<file path="config.mk">
export PLATFORM = sky130hd
export DESIGN_NAME = mlp_axis_ingress
export DESIGN_NICKNAME = d
export VERILOG_FILES = /design/src/rtl/mlp_axis_pkg.sv /design/src/rtl/mlp_sync_fifo.sv /design/src/rtl/mlp_axis_ingress.sv
export SDC_FILE = /design/constraint.sdc
export NUM_CORES = 1
export LEC_CHECK = 0
export CAP_MARGIN = 20
export CORE_MARGIN = 2
export CORE_UTILIZATION = 50
export CTS_CLUSTER_SIZE = 24
export DETAILED_ROUTE_END_ITERATION = 12
export GPL_TIMING_DRIVEN = 0
export PLACE_DENSITY = 0.68
export SYNTH_ARGS = -nofsm -noshare
export SYNTH_HDL_FRONTEND = slang
export SYNTH_SLANG_ARGS = --single-unit
</file>
<file path="constraint.sdc">
create_clock -name clk -period 6.05 [get_ports clk]
set_input_delay 1.21 -clock clk [delete_from_list [all_inputs] [get_ports clk]]
set_output_delay 1.21 -clock clk [all_outputs]
set_load 0.005 [all_outputs]
</file>
<file path="src/rtl/mlp_axis_pkg.sv">
// Shared types and helpers for the MLP AXI-Stream ingress: unpacker states, lane/level sizing,
// and byte-strobe classification of one sample lane.
package mlp_axis_pkg;

    typedef enum logic {
        IDLE   = 1'b0,
        UNPACK = 1'b1
    } unp_state_e;

    function automatic int lanes(input int tdata_w, input int width);
        return tdata_w / width;
    endfunction

    function automatic int lvl_w(input int depth);
        return $clog2(depth) + 1;
    endfunction

    // Returns {valid, bad}: valid = every strobe of the lane set, bad = some but not all set.
    function automatic logic [1:0] lane_class(input logic [63:0] strb, input int nbytes);
        logic all_set;
        logic any_set;
        all_set = 1'b1;
        any_set = 1'b0;
        for (int i = 0; i < 64; i++) begin
            if (i < nbytes) begin
                all_set = all_set & strb[i];
                any_set = any_set | strb[i];
            end
        end
        return {all_set, any_set & ~all_set};
    endfunction

endpackage

</file>
<file path="src/rtl/mlp_sync_fifo.sv">
// First-word fall-through synchronous FIFO with occupancy output; push and pop in the
// same cycle are accepted whether the FIFO is full or empty.
module mlp_sync_fifo #(
    parameter int DW    = 17,
    parameter int DEPTH = 16
) (
    input  logic                       clk,
    input  logic                       rst,
    input  logic                       push,
    input  logic [DW-1:0]              push_data,
    input  logic                       pop,
    output logic [DW-1:0]              pop_data,
    output logic                       full,
    output logic                       empty,
    output logic [$clog2(DEPTH):0]     level
);
    localparam int AW = $clog2(DEPTH);

    logic [DW-1:0] mem [DEPTH];
    logic [AW-1:0] wptr_q, rptr_q;
    logic [AW:0]   level_q;
    logic          wr_en, rd_en;

    assign full     = (level_q == (AW+1)'(DEPTH));
    assign empty    = (level_q == '0);
    assign level    = level_q;
    assign pop_data = mem[rptr_q];

    // A pop frees the slot a concurrent push needs, so a full FIFO still takes the write.
    assign wr_en = push && (!full || pop);
    assign rd_en = pop && !empty;

    always_ff @(posedge clk) begin
        if (wr_en) mem[wptr_q] <= push_data;
    end

    always_ff @(posedge clk) begin
        if (!rst) begin
            wptr_q  <= '0;
            rptr_q  <= '0;
            level_q <= '0;
        end else begin
            if (wr_en) wptr_q <= wptr_q + 1'b1;
            if (rd_en) rptr_q <= rptr_q + 1'b1;
            case ({wr_en, rd_en})
                2'b10:   level_q <= level_q + 1'b1;
                2'b01:   level_q <= level_q - 1'b1;
                default: level_q <= level_q;
            endcase
        end
    end

endmodule

</file>
<file path="src/rtl/mlp_axis_ingress.sv">
// AXI-Stream slave front end of the MLP accelerator: unpacks beats into samples, buffers them
// in a FWFT FIFO, and checks frame length and byte strobes.
module mlp_axis_ingress
    import mlp_axis_pkg::*;
#(
    parameter int C_S_AXIS_TDATA_WIDTH = 32,
    parameter int WIDTH                = 16,
    parameter int DEPTH                = 16,
    parameter int FRAME_W              = 16
) (
    input  logic                              clk,
    input  logic                              rst,
    input  logic [C_S_AXIS_TDATA_WIDTH-1:0]   s_axis_tdata,
    input  logic [C_S_AXIS_TDATA_WIDTH/8-1:0] s_axis_tstrb,
    input  logic                              s_axis_tvalid,
    output logic                              s_axis_tready,
    input  logic                              s_axis_tlast,
    output logic [WIDTH-1:0]                  m_sample_data,
    output logic                              m_sample_valid,
    input  logic                              m_sample_ready,
    output logic                              m_sample_last,
    input  logic [FRAME_W-1:0]                cfg_frame_len,
    output logic                              frame_done,
    output logic                              err_len,
    output logic                              err_strb,
    input  logic                              err_clr,
    output logic [$clog2(DEPTH):0]            fifo_level
);
    localparam int TDW    = C_S_AXIS_TDATA_WIDTH;
    localparam int LANES  = lanes(TDW, WIDTH);
    localparam int BPL    = WIDTH / 8;
    localparam int LIDX_W = (LANES > 1) ? $clog2(LANES) : 1;

    logic [LANES-1:0] lane_ok, lane_bad;

    for (genvar l = 0; l < LANES; l++) begin : g_lane
        logic [1:0] cls;
        assign cls         = lane_class(64'(s_axis_tstrb[l*BPL +: BPL]), BPL);
        assign lane_ok[l]  = cls[1];
        assign lane_bad[l] = cls[0];
    end

    unp_state_e       state_q, state_d;
    logic [TDW-1:0]   hold_data_q;
    logic [LANES-1:0] hold_mask_q, mask_d, rem_mask;
    logic             hold_last_q;
    logic             rdy_q;
    logic [LIDX_W-1:0] sel;
    logic             beat_acc, push, push_last, pop;
    logic             fifo_full, fifo_empty;
    logic [WIDTH-1:0] push_data;

    // rdy_q keeps tready low through reset and releases it the cycle after.
    assign s_axis_tready = rst && rdy_q && (state_q == IDLE);
    assign beat_acc      = s_axis_tvalid && s_axis_tready;

    always_comb begin
        sel = '0;
        for (int l = LANES-1; l >= 0; l--) begin
            if (hold_mask_q[l]) sel = LIDX_W'(l);
        end
    end

    assign rem_mask  = hold_mask_q & ~(LANES'(1) << sel);
    assign push      = (state_q == UNPACK) && !fifo_full;
    assign push_data = hold_data_q[sel*WIDTH +: WIDTH];
    assign push_last = hold_last_q && (rem_mask == '0);

    always_comb begin
        state_d = state_q;
        mask_d  = hold_mask_q;
        case (state_q)
            IDLE: begin
                if (beat_acc && (lane_ok != '0)) state_d = UNPACK;
            end
            UNPACK: begin
                if (push) begin
                    mask_d = rem_mask;
                    if (rem_mask == '0) state_d = IDLE;
                end
            end
            default: state_d = IDLE;
        endcase
    end

    always_ff @(posedge clk) begin
        if (beat_acc) hold_data_q <= s_axis_tdata;
    end

    always_ff @(posedge clk) begin
        if (!rst) begin
            state_q     <= IDLE;
            hold_mask_q <= '0;
            hold_last_q <= 1'b0;
            rdy_q       <= 1'b0;
        end else begin
            state_q <= state_d;
            rdy_q   <= 1'b1;
            if (beat_acc) begin
                hold_mask_q <= lane_ok;
                hold_last_q <= s_axis_tlast;
            end else begin
                hold_mask_q <= mask_d;
            end
        end
    end

    logic [FRAME_W-1:0] cnt_q, cnt_d, cnt_inc;
    logic               len_set, strb_set, len_hit, zero_last;

    assign cnt_inc   = cnt_q + 1'b1;
    assign len_hit   = (cfg_frame_len != '0) && (cnt_inc == cfg_frame_len);
    assign zero_last = beat_acc && (lane_ok == '0) && s_axis_tlast;
    assign strb_set  = beat_acc && (lane_bad != '0);

    // Frame end must land exactly on cfg_frame_len; reaching it early is also an error.
    always_comb begin
        cnt_d   = cnt_q;
        len_set = 1'b0;
        if (push) begin
            if (push_last) begin
                len_set = (cfg_frame_len != '0) && !len_hit;
                cnt_d   = '0;
            end else begin
                len_set = len_hit;
                cnt_d   = cnt_inc;
            end
        end else if (zero_last) begin
            len_set = (cfg_frame_len != '0);
            cnt_d   = '0;
        end
    end

    assign pop = m_sample_valid && m_sample_ready;

    always_ff @(posedge clk) begin
        if (!rst) begin
            cnt_q      <= '0;
            err_len    <= 1'b0;
            err_strb   <= 1'b0;
            frame_done <= 1'b0;
        end else begin
            cnt_q      <= cnt_d;
            err_len    <= len_set  | (err_len  & ~err_clr);
            err_strb   <= strb_set | (err_strb & ~err_clr);
            frame_done <= pop && m_sample_last;
        end
    end

    mlp_sync_fifo #(
        .DW    (WIDTH + 1),
        .DEPTH (DEPTH)
    ) u_fifo (
        .clk       (clk),
        .rst       (rst),
        .push      (push),
        .push_data ({push_last, push_data}),
        .pop       (pop),
        .pop_data  ({m_sample_last, m_sample_data}),
        .full      (fifo_full),
        .empty     (fifo_empty),
        .level     (fifo_level)
    );

    assign m_sample_valid = !fifo_empty;

endmodule

</file>
### Word-level counts from Yosys, hierarchy flattened

Memories as Yosys holds them, arrays and structs flattened. A register that Yosys moved wholly into a read port is not among the register bits.
Cells that the tools add are included.

* bits of input ports: 58
* flip-flop bits (word level): 69
* output and inout bits: 27
* logic and storage cells: 91
* memory bits (writable): 272
* memories kept: 1

Memories
* u_fifo.mem: depth 16, bits a word 17, rd ports 1, clocked after memory_dff 1, write ports 1, RTL line mlp_sync_fifo.sv:19 `logic [DW-1:0] mem [DEPTH];`

* shift-type cells: 2
* bitwise operators: 16
* $add $sub $neg: 5
* mux-type cells: 21
* reductions and logical operators: 30
* eq/ne operators: 4

Operators by type and width (count)
* two-way mux 16 bit: 3
* indexed part select 32 x 6 -> 16 bit: 1
* adder 16 x 1 -> 16 bit, second input constant: 1
* equality test 16 bit: 1
* nonzero test 16 bit: 1
* logical AND 1 bit: 15
* nonzero test 2 bit: 6
* two-way mux 1 bit: 11
* case mux 5 bit (2 select lines): 1
* adder 4 x 1 -> 4 bit, second input constant: 2
* two-way mux 4 bit: 2
* bitwise AND 1 bit: 6
* two-way mux 2 bit: 3
* adder 5 x 1 -> 5 bit, second input constant: 1
* equality test 5 bit, second input constant: 1
* logical NOT 5 bit: 1
* subtractor 5 x 1 -> 5 bit, second input constant: 1
* logical NOT 2 bit: 2
* NOT 1 bit: 4
* OR 1 bit: 4
* logical NOT 1 bit: 3
* bitwise AND 2 bit: 1
* equality test 2 x 1 -> 1 bit, second input constant: 1
* equality test 2 bit, second input constant: 1
* 5 further kinds: 5

### Depth between registers and ports, before layout

* depth in word-level cells: 10
* mapped depth: 13
* mapped depth without buffers: 12

### Cells and area by module

A second synthesis with hierarchy kept.

* cell total of the unflattened synthesis: 805
* area, all modules: 14046.0 um^2

Modules (own cells, without submodules)
* mlp_sync_fifo: area an instance 11199.5 um^2, instances 1, seq. area each 8508.2 um^2, cells each 540
* mlp_axis_ingress: area an instance 2846.5 um^2, instances 1, seq. area each 1441.4 um^2, cells each 265

### Least setup slack after synthesis

No wires, ideal clock.

* kind: in2reg
* start point: input port rst
* end point: register err_len
* required time: 5.930 ns
* data arrival time: 3.080 ns
* setup slack: 2.850 ns
* stages on the path: 8
* buffers on the path: 0
* library setup time: 0.120 ns
* cells stage by stage: nand2_1 > nor2_1 > nand2_1 > clkinv_1 > a31oi_2 > o21ai_0 > o211ai_1 > nor3_2

* cells in the longest elaborated chain, start to end: 8

RTL lines
* from (decl): RTL line mlp_axis_ingress.sv:12 `input logic rst,`
* logical AND 1 bit (2 in a row): RTL line mlp_axis_ingress.sv:54 `assign s_axis_tready = rst && rdy_q && (state_q == IDLE);`
* net s_axis_tready: RTL line mlp_axis_ingress.sv:16 `output logic s_axis_tready,`
* logical AND 1 bit: RTL line mlp_axis_ingress.sv:55 `assign beat_acc = s_axis_tvalid && s_axis_tready;`
* net beat_acc: RTL line mlp_axis_ingress.sv:49 `logic beat_acc, push, push_last, pop;`
* logical AND 1 bit (2 in a row): RTL line mlp_axis_ingress.sv:113 `assign zero_last = beat_acc && (lane_ok == '0) && s_axis_tlast;`
* two-way mux 1 bit: RTL line mlp_axis_ingress.sv:128 `end else if (zero_last) begin`
* two-way mux 1 bit: RTL line mlp_axis_ingress.sv:120 `if (push) begin`
* OR 1 bit: RTL line mlp_axis_ingress.sv:144 `err_len <= len_set | (err_len & ~err_clr);`
* to (signal assigned): RTL line mlp_axis_ingress.sv:144
* to (decl): RTL line mlp_axis_ingress.sv:24 `output logic err_len,`

The timed path passes the listed nets, and every way through them passes these cells.
A chain may end at the register's enable or synchronous reset.

==> metrics.txt <==
status finished clean; grt total ovfl 0; Hold Crit Class reg2reg; GPL Wtd Cong approximately 0.87; DIE AREA approximately 29000 sq um; Routed Antenna Nets 0; Die W 172 um; IO Port Bufs 84; number of diodes 0; endpoint class of the critical path output port; Final min period between 4 and 5 ns; multiplexer area fraction after synthesis 15.2%; CTS tree yes; deepest clock path buffer count 3; Clock Latency Late Sink between 0.5 and 0.6 ns; skew final between 0.007 and 0.008 ns; initial detailed-routing violation count ~690; PD cells between 200 and 300 nW/um^2; Final Setup Violations 0; first-pass GRT wire length 44600 um; placed wire-length estimate around 20000 um; Global Route Usage Sum approximately a fifth; first-pass iteration count of the detailed router 5; Mean Syn Cell Area ~19 sq um; # IOs 85; P&R area growth vs syn 19.7%; vias in the first global route between 7000 and 8000; CTS Buf Count 36; worst setup margin approximately 1.2 ns; Simple-Gate Fraction of Synth Area between 6 and 7%; Rows 61; post-synth top area share between 60 and 70%; WL final 29000 um; Final Hold Viols 0; CP Data Required Time 4.84 ns; TNS Setup 0 ns; Slew @ Worst Pin 0.980 ns; largest family of logic cells by synthesized area multiplexers; sequential area share after synthesis a little under three quarters; critical path's largest stage delay 0.67 ns; root buffer cell clkbuf_16; Critical Path Source Type register; Die H 172 um; synth warn 0; Most used DFF post-synth edfxtp_1; Max Cap Viol 0; drt drc 0; initial antenna violation count 0; syn nets 829; DR WL/cell 22.3 um; Max transition margin 34.3%; family with the most delay on the worst path buffers and inverters; pin count of the biggest net entering global routing 33; Post-Syn Instances roughly 760; worst-path cell chain clkbuf_1, clkbuf_1, mux4_2, mux4_2, clkdlybuf4s50_1; Arr. time, crit path approximately 3.6 ns; max frequency just over 200 MHz; clk sinks approximately 350; CTS resizes 0; fin crit share about four fifths; core area 27700 sq um; WP buf/inv 3; complex-gate fraction of the synthesized area between 2 and 3%; Final Max Tran Viols 0; detailed-route via count approximately 7300; peak supply drop approximately 0.00031 V; synthesized flop and latch total roughly 350; Synth area leader edfxtp_1; setup bufs post-CTS 0; top cells by area, synth edfxtp_1 65%, mux4_2 14%, dfxtp_1 5.9%; Mapped Area about 14000 sq um; Initial Util 50.6%; slowest stage cell, crit path clkbuf_1; Hold Buf Count CTS 0; count of flip-flops with a built-in enable after synthesis 304; FFs w/ async S/R, synth 0%; H-tree depth 2; critical path class reg2out; RSZ-0062 raised after global routing no; adder-cell share of the synthesized area ~1.2%; clk slew on worst S/H paths approximately 0.060 ns; Via density roughly 5.6; Final #Nets 969; Layout fillers 1969; critical path peak fanout 10; layout cell share with drive strength beyond 1 a little under a quarter; Synth Area in XOR/XNOR under 10%; worst slack at placement around 1.8 ns; synth unique cells 57; Leak Pwr 5.38 nW
==> power breakdown <==
group          internal (mW)  leakage [nW]  switching (mW)
sequential              2.59          3.07         0.00541
clock                   1.26         0.551           0.888
combinational          0.123          1.76           0.103
==> metal layers <==
| layer | share of wire, % | GRT usage, % | up-vias | wire length, um |
|---|---|---|---|---|
| met5 | 0 | 0 | - | 0 |
| li1 | - | - | 3303 | - |
| met4 | 1.8 | 5.71 | 0 | 536 |
| met3 | 6.3 | 4.23 | 39 | 1830 |
| met2 | 49 | 34.2 | 259 | 14300 |
| met1 | 42 | 28.3 | 3729 | 12300 |
==> through the flow <==
stage	hold slack, ns	util, %	instances	instance area [sq um]	power, mW
3_5_place_dp	0.493	56.4	1237	15600	2.87
5_1_grt	0.539	60.6	1304	16800	5.13
4_1_cts	0.502	60.6	1303	16800	5.01
3_3_place_gp	0.456	55.4	1220	15300	2.86
2_1_floorplan	0.444	-	758	14000	2.77
6_report	0.501	60.6	1304	16800	4.97
==> Yosys cell counts, drive strengths merged (9+ instances only) <==
| cell | number |
|---|---|
| a21boi | 9 |
| buf | 14 |
| mux2 | 16 |
| nand3 | 13 |
| edfxtp | 304 |
| nor2b | 9 |
| nor2 | 23 |
| clkbuf | 25 |
| xnor2 | 23 |
| a21oi | 10 |
| o21ai | 23 |
| nand2 | 34 |
| inv | 11 |
| nor3 | 13 |
| ha | 12 |
| dfxtp | 41 |
| mux4 | 85 |
| and2 | 18 |
==> cells by family after synthesis <==
| group | Yosys count |
|---|---|
| simple gates | 152 |
| compound gates | 61 |
| flops | 345 |
| buf+inv | 51 |
| fa+ha+maj | 13 |
| xor+xnor | 31 |
| mux | 105 |
==> final timing paths <==
kind | startpoint | endpoint | slack, ns | cells past startpoint
worst min-delay path | err_strb$_SDFF_PN0_ | err_strb$_SDFF_PN0_ | 0.50 | 2
worst max register to register | u_fifo.level[0]$_SDFFE_PN0P_ | u_fifo.level[4]$_SDFFE_PN0P_ | 2.94 | 11
worst max-delay path | register | m_sample_data[15] | 1.23 | 5
worst min register to register | err_strb$_SDFF_PN0_ | err_strb$_SDFF_PN0_ | 0.50 | 2
==> flip-flops by register name, indices dropped and copies added (netlist names), 2 cells and up, named ones only <==
register,flops
hold_mask_q,2
u_fifo.mem,272
u_fifo.rptr_q,4
cnt_q,16
hold_data_q,32
u_fifo.wptr_q,4
u_fifo.level,5
==> cell type report <==
cell class	instances	area, sq um	share of cell area [%]
inverter	12	45.0	0.268
timing repair buffer	102	1100	6.53
clock inverter	15	178	1.06
tap	378	473	2.82
multi-input combinational	362	3870	23.0
clock buffer	51	967	5.76
sequential	345	9950	59.2
buffer	39	214	1.27
==> placed cells by master (no fill, tap or decap), types with 6 or more instances in the layout <==
cell and instances:
clkbuf_1 32, xor2_1 8, mux2_2 16, inv_1 11, dfxtp_1 41, buf_2 10, nand3_1 13, nor4_1 8
nand4_1 6, nor2b_1 9, mux4_2 85, ha_1 12, xnor2_1 22, buf_6 6, nor2_1 10, and2_1 18
nand2_1 34, edfxtp_1 304, a21boi_0 8, a21oi_1 10, nand2b_1 8, clkdlybuf4s50_1 84, buf_8 12, o21ai_0 23
nor2_2 13, clkbuf_16 36, nor3_1 7, clkinv_1 6
==> worst min-delay path, cell delays in order, from the launching register on <==
cell and delay, ns:
dfxtp_1 0.31, nand2b_1 0.07, a21boi_0 0.07
Note: power is estimated with default switching activity, not from simulation.
